**src/rtl/spram_bist.sv**
```systemverilog
// spram_bist: self-test initiator for a byte-addressable 32-bit SPRAM.
// Runs FILL (LFSR pattern), MASK (one byte lane per word set to A5) and
// CHECK (read back and compare), then reports pass, error count and the
// byte address of the first mismatching word.
module spram_bist #(
  parameter int unsigned WORDS = 16384,
  parameter logic [31:0] SEED  = 32'h1234_5678
) (
  input  logic        clk,
  input  logic        rst,
  input  logic        start,
  output logic        busy,
  output logic        done,
  output logic        pass,
  output logic [15:0] err_count,
  output logic [15:0] fail_addr,
  output logic        sel,
  output logic [3:0]  we,
  output logic [15:0] addr,
  output logic [31:0] wdat,
  input  logic [31:0] rdat
);

  localparam int unsigned    IW       = $clog2(WORDS);
  localparam logic [31:0]    SEED_EFF = (SEED == 32'h0000_0000) ? 32'h0000_0001 : SEED;
  localparam logic [IW-1:0]  LAST_IDX = IW'(WORDS - 1);

  typedef enum logic [2:0] {
    ST_IDLE  = 3'd0,
    ST_FILL  = 3'd1,
    ST_MASK  = 3'd2,
    ST_CHECK = 3'd3,
    ST_DRAIN = 3'd4
  } state_t;

  // One step of the 32-bit Galois LFSR (right shift, taps 8020_0003).
  function automatic logic [31:0] lfsr_step(input logic [31:0] s);
    lfsr_step = s[0] ? ((s >> 1) ^ 32'h8020_0003) : (s >> 1);
  endfunction

  // Replace byte lane 'lane' of v with 8'hA5.
  function automatic logic [31:0] lane_fill(input logic [31:0] v, input logic [1:0] lane);
    logic [31:0] m;
    m = 32'h0000_00FF << {lane, 3'b000};
    lane_fill = (v & ~m) | (32'hA5A5_A5A5 & m);
  endfunction

  state_t        state_q, state_d;
  logic [IW-1:0] idx_q, idx_d;
  logic [31:0]   lfsr_q, lfsr_d;
  logic [31:0]   lfsr_src;
  logic [31:0]   exp_q, exp_d;
  logic          cmp_valid_q, cmp_valid_d;
  logic [31:0]   cmp_exp_q, cmp_exp_d;
  logic [15:0]   cmp_addr_q, cmp_addr_d;
  logic          busy_q, busy_d;
  logic          done_q, done_d;
  logic          pass_q, pass_d;
  logic [15:0]   err_q, err_d;
  logic [15:0]   fail_q, fail_d;
  logic          sel_q, sel_d;
  logic [3:0]    we_q, we_d;
  logic [15:0]   addr_q, addr_d;
  logic [31:0]   wdat_q, wdat_d;

  // Sequencer, result accumulation and next bus transaction.
  always_comb begin
    state_d     = state_q;
    idx_d       = idx_q;
    lfsr_d      = lfsr_q;
    exp_d       = exp_q;
    cmp_valid_d = (state_q == ST_CHECK);
    cmp_exp_d   = exp_q;
    cmp_addr_d  = addr_q;
    done_d      = 1'b0;
    pass_d      = pass_q;
    err_d       = err_q;
    fail_d      = fail_q;
    sel_d       = 1'b0;
    we_d        = 4'h0;
    wdat_d      = 32'h0000_0000;

    // Compare the word read one cycle earlier.
    if (cmp_valid_q && (rdat != cmp_exp_q)) begin
      if (err_q == 16'h0000) begin
        fail_d = cmp_addr_q;
      end else begin
        fail_d = fail_q;
      end
      if (err_q != 16'hFFFF) begin
        err_d = err_q + 16'd1;
      end else begin
        err_d = err_q;
      end
    end else begin
      err_d = err_q;
    end

    case (state_q)
      ST_IDLE: begin
        if (start) begin
          state_d = ST_FILL;
          idx_d   = '0;
          err_d   = 16'h0000;
          fail_d  = 16'h0000;
          pass_d  = 1'b0;
        end else begin
          state_d = ST_IDLE;
        end
      end
      ST_FILL: begin
        if (idx_q == LAST_IDX) begin
          state_d = ST_MASK;
          idx_d   = '0;
        end else begin
          idx_d = idx_q + IW'(1);
        end
      end
      ST_MASK: begin
        if (idx_q == LAST_IDX) begin
          state_d = ST_CHECK;
          idx_d   = '0;
        end else begin
          idx_d = idx_q + IW'(1);
        end
      end
      ST_CHECK: begin
        if (idx_q == LAST_IDX) begin
          state_d = ST_DRAIN;
          idx_d   = '0;
        end else begin
          idx_d = idx_q + IW'(1);
        end
      end
      ST_DRAIN: begin
        state_d = ST_IDLE;
        idx_d   = '0;
        done_d  = 1'b1;
        pass_d  = (err_d == 16'h0000);
      end
      default: begin
        state_d = ST_IDLE;
        idx_d   = '0;
      end
    endcase

    // FILL and CHECK both begin the pattern at the seed.
    if ((state_q == ST_IDLE) || (state_q == ST_MASK)) begin
      lfsr_src = SEED_EFF;
    end else begin
      lfsr_src = lfsr_q;
    end

    case (state_d)
      ST_FILL: begin
        sel_d  = 1'b1;
        we_d   = 4'hF;
        wdat_d = lfsr_src;
        lfsr_d = lfsr_step(lfsr_src);
      end
      ST_MASK: begin
        sel_d  = 1'b1;
        we_d   = 4'b0001 << idx_d[1:0];
        wdat_d = 32'hA5A5_A5A5;
      end
      ST_CHECK: begin
        sel_d  = 1'b1;
        exp_d  = lane_fill(lfsr_src, idx_d[1:0]);
        lfsr_d = lfsr_step(lfsr_src);
      end
      default: begin
        sel_d = 1'b0;
      end
    endcase

    addr_d = 16'({idx_d, 2'b00});
    busy_d = (state_d != ST_IDLE);
  end

  // State and output registers with synchronous reset.
  always_ff @(posedge clk) begin
    if (rst) begin
      state_q     <= ST_IDLE;
      idx_q       <= '0;
      lfsr_q      <= 32'h0000_0000;
      exp_q       <= 32'h0000_0000;
      cmp_valid_q <= 1'b0;
      cmp_exp_q   <= 32'h0000_0000;
      cmp_addr_q  <= 16'h0000;
      busy_q      <= 1'b0;
      done_q      <= 1'b0;
      pass_q      <= 1'b0;
      err_q       <= 16'h0000;
      fail_q      <= 16'h0000;
      sel_q       <= 1'b0;
      we_q        <= 4'h0;
      addr_q      <= 16'h0000;
      wdat_q      <= 32'h0000_0000;
    end else begin
      state_q     <= state_d;
      idx_q       <= idx_d;
      lfsr_q      <= lfsr_d;
      exp_q       <= exp_d;
      cmp_valid_q <= cmp_valid_d;
      cmp_exp_q   <= cmp_exp_d;
      cmp_addr_q  <= cmp_addr_d;
      busy_q      <= busy_d;
      done_q      <= done_d;
      pass_q      <= pass_d;
      err_q       <= err_d;
      fail_q      <= fail_d;
      sel_q       <= sel_d;
      we_q        <= we_d;
      addr_q      <= addr_d;
      wdat_q      <= wdat_d;
    end
  end

  assign busy      = busy_q;
  assign done      = done_q;
  assign pass      = pass_q;
  assign err_count = err_q;
  assign fail_addr = fail_q;
  assign sel       = sel_q;
  assign we        = we_q;
  assign addr      = addr_q;
  assign wdat      = wdat_q;

endmodule

```
**config.mk**
```make
export PLATFORM = sky130hd
export DESIGN_NAME = spram_bist
export DESIGN_NICKNAME = d
export VERILOG_FILES = /design/src/rtl/spram_bist.sv
export SDC_FILE = /design/constraint.sdc
export NUM_CORES = 1
export LEC_CHECK = 0
export CORE_ASPECT_RATIO = 1.75
export CORE_MARGIN = 8
export CORE_UTILIZATION = 53
export CTS_CLUSTER_DIAMETER = 30
export DETAILED_ROUTE_END_ITERATION = 8
export PLACE_DENSITY = 0.89
export SLEW_MARGIN = 5
export SYNTH_ARGS = -nofsm -noshare
export SYNTH_HDL_FRONTEND = slang
export SYNTH_SLANG_ARGS = --single-unit
```
**constraint.sdc**
```tcl
create_clock -name clk -period 2.7 [get_ports clk]
set_input_delay 0.675 -clock clk [delete_from_list [all_inputs] [get_ports clk]]
set_output_delay 0.675 -clock clk [all_outputs]
set_load 0.02 [all_outputs]
```
==> metrics.md, run 1 <==
| Metric | Value |
|---|---|
| Gpl congestion | 0.966 |
| WL per Instance | 18.0 um |
| Chip width | 106 um |
| CTS sink cnt | 200 |
| Fin Clk Skew | 0.00967 ns |
| Hold Path Class | reg2reg |
| Vias after detailed routing | 6391 |
| I/O pin count | 123 |
| Yosys reg bits | 200 |
| CP most frequent cell | buf_4 |
| Largest fanout on the critical path | 6 |
| Synth unique cells | 59 |
| CTS tree | built |
| Starting DRT DRC Count | 437 |
| Initial core utilization | 53.5% |
| Seq/Total Area, Yosys | 52.8% |
| Slowest CP cell | clkdlybuf4s50_1 |
| Post-Syn Area | 0.00758 sq mm |
| Peak VDD IR | 0.000657 V |
| Max Cap Viol | 0 |
| Maximum clock insertion buffer count | 2 |
| Critical Path End Type | flop |
| Most common cell after layout, fill and taps aside | dfxtp_1 |
| Worst-margin pin slew | 0.976 ns |
| WS Path Type | in2reg |
| Worst path max stage delay | 0.48 ns |
| CTS buffer count | 17 |
| Commonest cells after routing, fill and taps aside | dfxtp_1 (200), nor2_1 (135), clkdlybuf4s50_1 (115) |
| CTS root buf | clkbuf_16 |
| GRT Overall Usage | 22.6% |
| Vias per cell | 5.51 |
| CP Data Required Time | 3.05 ns |
| Final period util | 96.7% |
| Pwr Total | 5910 uW |
| P_leak | 0.00386 uW |
| Slew headroom | 34.7% |
| Initial antenna violation count | 0 |
| Grt ovf | 0 |
| Global-route wire length before repair | 33.2 mm |
| Worst-case reg-to-reg path depth | 8 |
| Finish-stage setup viols | 0 |
| Die footprint | 0.0185 sq mm |
| Area added between synthesis and finish | 30.7% |
| Htree depth | 4 |
| DP Worst Slack | -0.534 ns |
| Clk_lat worst skew | 0.43 ns |
| Final period demand of the worst path | 2.61 ns |
| WHS Path Cells | 2 |
| Post-route DRC | 0 |
| Final worst setup slack | 0.0896 ns |
| Drt total wl | 20.9 mm |
| Placed Area | 0.00926 sq mm |
| Vias in the first global route | 6459 |
| Critical Path Start Type | input pin |
| Hold Violations, Final | 0 |
| Clk pin slew, worst setup/hold paths | 0.07 ns |
| FMAX | 383 MHz |
| Row cnt | 58 |
| Area of the multi-input gates | 0.00339 sq mm |
| Core area | 0.0142 sq mm |
| Layout Nets | 1005 |
| Post-Layout Cell Count | 1160 |
| Vert. Die Dim | 174 um |
| Status | finished clean |
| Antenna diodes | 0 |
| DRT antenna net count | 0 |
| Crit-path cells | clkdlybuf4s50_1 > xor2_1 > nor4_2 > buf_4 > nand4_1 > o21ai_2 > buf_4 > or2_2 > o211a_1 > a211o_1 > o31ai_1 |
| Placed insts | 1129 |
| Pwr Density | 597 mW/mm^2 |
| Largest net degree at the start of global routing | 49 |
| Hpwl dp | 15.4 mm |
| Count of flip-flops with a built-in enable after synthesis | 0 |
| Post-CTS Hold Fix Bufs | 0 |
| Cell area after layout | 0.00991 sq mm |
| Slew Limit Fails | 0 |
| FILL cells | 1025 |
| Setup TNS | 0 ns |
| Post-synthesis area per instance | 9.26 sq um |
| Area occupied by registers | 0.00400 sq mm |
| Layout cells sized above 1 | 12.8% |
| Post-synth top flop | dfxtp_1 |
| Synthesized instance count | 818 |
| TritonRoute pass-1 iters | 5 |
| Synth warnings | 0 |
| Port bufs | 120 |
| Arr. time, crit path | 2.96 ns |
| Reg2reg setup slack | 0.17 ns |
| Async set or reset register ratio after synthesis | 0% |
[where the power goes]
part,leakage [uW],internal [uW],switching [uW]
Sequential,0.00162,3000,42.9
Clock,0.000285,1270,1180
Combinational,0.00196,176,241
Total,0.00386,4450,1470
[routing by layer]
layer | track usage, % | share of wire [%] | up-vias
met5 | 0 | 0 | -
met4 | 13.7 | 4.6 | 0
met3 | 4.63 | 5.2 | 54
met2 | 41.1 | 53 | 248
met1 | 22.9 | 37 | 3012
li1 | - | - | 3077
[cells in the mapped netlist (all sizes together) (6+ instances only)]
cell type  number  area share (%)
a211oi         11             1.1
a21oi          46             3.2
a22oi          20             2.0
and3           10            0.83
buf            18             1.4
clkbuf         33             1.7
dfxtp         200              53
inv             8            0.40
mux2i          19             2.5
nand2          42             2.1
nand2b          6            0.50
nand3          15             1.1
nand4          13             1.2
nor2          137             6.8
nor2b          46             3.8
nor3           32             2.2
nor4           15             1.5
o21a           10            0.99
o21ai          29             2.0
or2            10            0.83
or3             8            0.66
xnor2           6            0.69
xor2           50             5.8
[area by class of cell]
class / count / share of cell area (%)
Multi-Input combinational cell: 560 / 34.2
Tap cell: 180 / 2.27
Sequential cell: 200 / 40.4
Clock inverter: 13 / 1.28
Clock buffer: 19 / 4.57
Inverter: 8 / 0.303
Timing Repair Buffer: 180 / 17.0
[worst paths after layout]
check | from | endpoint
min reg2reg | cmp_exp_d[25] | cmp_exp_d[25]
max | rdat[29] | pass
max reg2reg | addr[6] | cmp_exp_d[20]
min | cmp_exp_d[25] | cmp_exp_d[25]
[critical path: cells and delay by family]
kind,cells,cell delay [ns]
buffers and inverters,3,0.80
AOI/OAI and AO/OA,4,0.80
and+or+nand+nor,3,0.47
xor gates and xnor gates,1,0.19
[registers in the layout (all words and copies together) (netlist names), 3 cells and up]
signal and cells:
cmp_exp_d 32, cmp_exp_q 32, lfsr_q 32, wdat 32
err_count 16, fail_addr 16, addr 14, cmp_addr_q 14
we 4, state_q 3
[metrics by stage]
stage	util [%]	hold slack (ns)
final	70.0	0.450
after global routing	70.0	0.467
after global placement	65.4	0.439
after detailed placement	65.4	0.442
after CTS	69.6	0.452
after floorplan	-	0.432
[logic make-up (layout without fill, tap and decap cells)]
| kind of cell | Yosys count | count (layout) | synth area share (%) |
|---|---|---|---|
| other | 1 | 2 | 0.0495 |
| and+or+nand+nor | 346 | 346 | 22.6 |
| muxes | 20 | 20 | 2.66 |
| AOI/OAI and AO/OA | 133 | 133 | 11.4 |
| xor gates and xnor gates | 56 | 56 | 6.47 |
| adders and majority gates | 3 | 3 | 0.495 |
| DFF | 200 | 200 | 52.8 |
| buffers and inverters | 59 | 220 | 3.43 |
[timing repair]
action | in CTS | in global routing
setup buffers | 0 | 0
setup endpoints to repair | 1 | 20
endpoints found under the hold margin | 0 | 0
pin swaps | 1 | 9
gates resized for setup | 3 | 14
gates cloned | 0 | 0
Note: power is estimated with default switching activity, not from simulation.
==> inputs of run 2 (changes only) <==
--- a/config.mk
+++ b/config.mk
@@ -7,10 +7,11 @@
 export LEC_CHECK = 0
 export CORE_ASPECT_RATIO = 1.75
 export CORE_MARGIN = 8
-export CORE_UTILIZATION = 53
+export CORE_UTILIZATION = 55
+export CTS_BUF_LIST = sky130_fd_sc_hd__clkbuf_4
 export CTS_CLUSTER_DIAMETER = 30
 export DETAILED_ROUTE_END_ITERATION = 8
-export PLACE_DENSITY = 0.89
+export PLACE_DENSITY = 0.92
 export SLEW_MARGIN = 5
 export SYNTH_ARGS = -nofsm -noshare
 export SYNTH_HDL_FRONTEND = slang
==> run 2 against run 1 <==
  * Global-route usage decreased by 0.53 points
  * Register-to-register slack improved by 0.06 ns
  * Combinational power decreased by 3%
  * Clock skew increased by 0.012 ns
  * Die area decreased by 3.2%
  * Wire length decreased by 5.6%
  * Largest power group unchanged
  * First-iteration DRC count decreased by 7.8%
  * Hold slack improved by 0.0094 ns
  * Power decreased by 14%
  * Sequential power about the same
  * Critical path type unchanged
  * Critical path depth decreased by 2
==> metrics.md, run 2 (synthesis gave the netlist of run 1 again) <==
| Metric | Value |
|---|---|
| Status | finished clean |
| Fin Clk Skew | 0.0219 ns (+0.0122 ns) |
| Starting DRT DRC Count | 403 (-7.8%) |
| Worst-case reg-to-reg path depth | 9 (+1) |
| Layout Nets | 992 (-1.3%) |
| Slew Limit Fails | 0 (unchanged) |
| Htree depth | 4 (unchanged) |
| Grt ovf | 0 (unchanged) |
| Layout cells sized above 1 | 10.7% (-2.1 points) |
| Pwr Density | 541 mW/mm^2 (-9.5%) |
| Largest net degree at the start of global routing | 51 (+4.1%) |
| Vias in the first global route | 6342 (-1.8%) |
| Clk pin slew, worst setup/hold paths | 0.16 ns (+0.09 ns) |
| Maximum clock insertion buffer count | 2 (unchanged) |
| Final period util | 95.6% (-1.1 points) |
| Area added between synthesis and finish | 24.9% |
| Slew headroom | 62.1% (+27 points) |
| Commonest cells after routing, fill and taps aside | dfxtp_1 (200), nor2_1 (136), clkdlybuf4s50_1 (119) |
| Drt total wl | 19.8 mm (-5.6%) |
| Cell area after layout | 0.00946 sq mm (-4.5%) |
| Critical Path Start Type | input pin |
| Hold Violations, Final | 0 (unchanged) |
| Arr. time, crit path | 3.06 ns (+0.10 ns) |
| Max Cap Viol | 0 (unchanged) |
| DRT antenna net count | 0 (unchanged) |
| CTS tree | built |
| Finished Core Util | 69.1% (-0.90 points) |
| Gpl congestion | 0.931 (-3.6%) |
| GRT Overall Usage | 22.1% (-0.53 points) |
| CTS buffer count | 17 (unchanged) |
| Chip width | 105 um (-1.6%) |
| CTS sink cnt | 200 (unchanged) |
| I/O pin count | 123 (unchanged) |
| Port bufs | 120 (unchanged) |
| WS Path Type | in2reg |
| Hold Path Class | reg2reg |
| Vias after detailed routing | 6294 (-1.5%) |
| Hpwl dp | 14.7 mm (-4.2%) |
| Critical Path End Type | flop |
| TritonRoute pass-1 iters | 5 (unchanged) |
| Worst-margin pin slew | 0.569 ns (-0.408 ns) |
| WL per Instance | 17.3 um (-4.3%) |
| FILL cells | 1045 (+2.0%) |
| Largest fanout on the critical path | 4 (-2) |
| FMAX | 387 MHz (+1.1%) |
| Pwr Total | 5110 uW (-14%) |
| Row cnt | 57 (-1.7%) |
| CP Data Required Time | 3.18 ns (+0.13 ns) |
| Final worst setup slack | 0.119 ns (+0.0296 ns) |
| Most common cell after layout, fill and taps aside | dfxtp_1 |
| Initial antenna violation count | 1 (+1) |
| Final period demand of the worst path | 2.58 ns (-0.0296 ns) |
| Clk_lat worst skew | 0.56 ns (+0.13 ns) |
| Core area | 0.0137 sq mm (-3.2%) |
| Placed Area | 0.00912 sq mm (-1.5%) |
| Global-route wire length before repair | 31.9 mm (-4.1%) |
| P_leak | 0.00364 uW (-5.8%) |
| RSZ-0062 raised after global routing | no |
| Vias per cell | 5.50 (-0.23%) |
| Post-route DRC | 0 (unchanged) |
| Peak VDD IR | 0.000349 V (-47%) |
| Vert. Die Dim | 171 um (-1.7%) |
| CTS root buf | clkbuf_4 |
| DP Worst Slack | -0.469 ns (+0.0650 ns) |
| WHS Path Cells | 1 (-1) |
| Finish-stage setup viols | 0 (unchanged) |
| Die footprint | 0.0179 sq mm (-3.2%) |
| Initial core utilization | 55.3% (+1.8 points) |
[run 2: worst paths after layout]
kind	startpoint	endpoint	slack [ns]
worst max register to register	addr[2]	cmp_exp_d[14]	0.23
worst max-delay path	rdat[10]	pass	0.12
worst min register to register	cmp_exp_d[20]	cmp_exp_q[20]	0.46
worst min-delay path	cmp_exp_d[20]	cmp_exp_q[20]	0.46
[run 2: layer usage]
metal / vias up / global-route usage (%) / part of all wire (%)
li1: 3043 / - / -
met1: 2937 / 22.1 / 37
met2: 252 / 40.7 / 53
met3: 62 / 5.25 / 6.2
met4: 0 / 13.0 / 4.2
met5: - / 0 / 0
[run 2: cell type report]
class | instances | area, sq um | area share (%)
inverters | 8 | 30.0 | 0.317
multi-input cells | 560 | 3320 | 35.1
well taps | 177 | 221 | 2.34
clock buffers | 18 | 135 | 1.43
flip-flops and latches | 200 | 4000 | 42.3
clock inverters | 14 | 185 | 1.96
diodes | 1 | 2.50 | 0.0264
repair buffers | 167 | 1560 | 16.5
[run 2: report_power, final]
group,internal (uW),total [uW],switching [uW]
registers,3010,3050,39.7
clock network,606,1660,1060
logic,172,406,234
total,3780,5110,1330
[run 2: worst max-delay path, stage by stage]
cell and delay [ns]:
clkdlybuf4s50_1 0.43, xor2_1 0.15, nor4_1 0.44, nand4_1 0.20, or2_2 0.36, nand4_1 0.11, mux2_2 0.34, nand3b_1 0.15
o31ai_1 0.19
[run 2: timing repair]
item,CTS,global route
hold buffers,0,0
resized for setup,1,0
setup endpoints to repair,1,5
buffers inserted,0,2
pin swaps,0,2
hold endpoints to repair,0,0
[run 2: through the flow]
step,hold slack [ns],instances,TNS (ns)
2_1_floorplan,0.432,819,0
3_3_place_gp,0.439,1110,-7.67
3_5_place_dp,0.444,1110,-8.34
4_1_cts,0.463,1142,0
5_1_grt,0.466,1145,0
6_report,0.460,1145,0
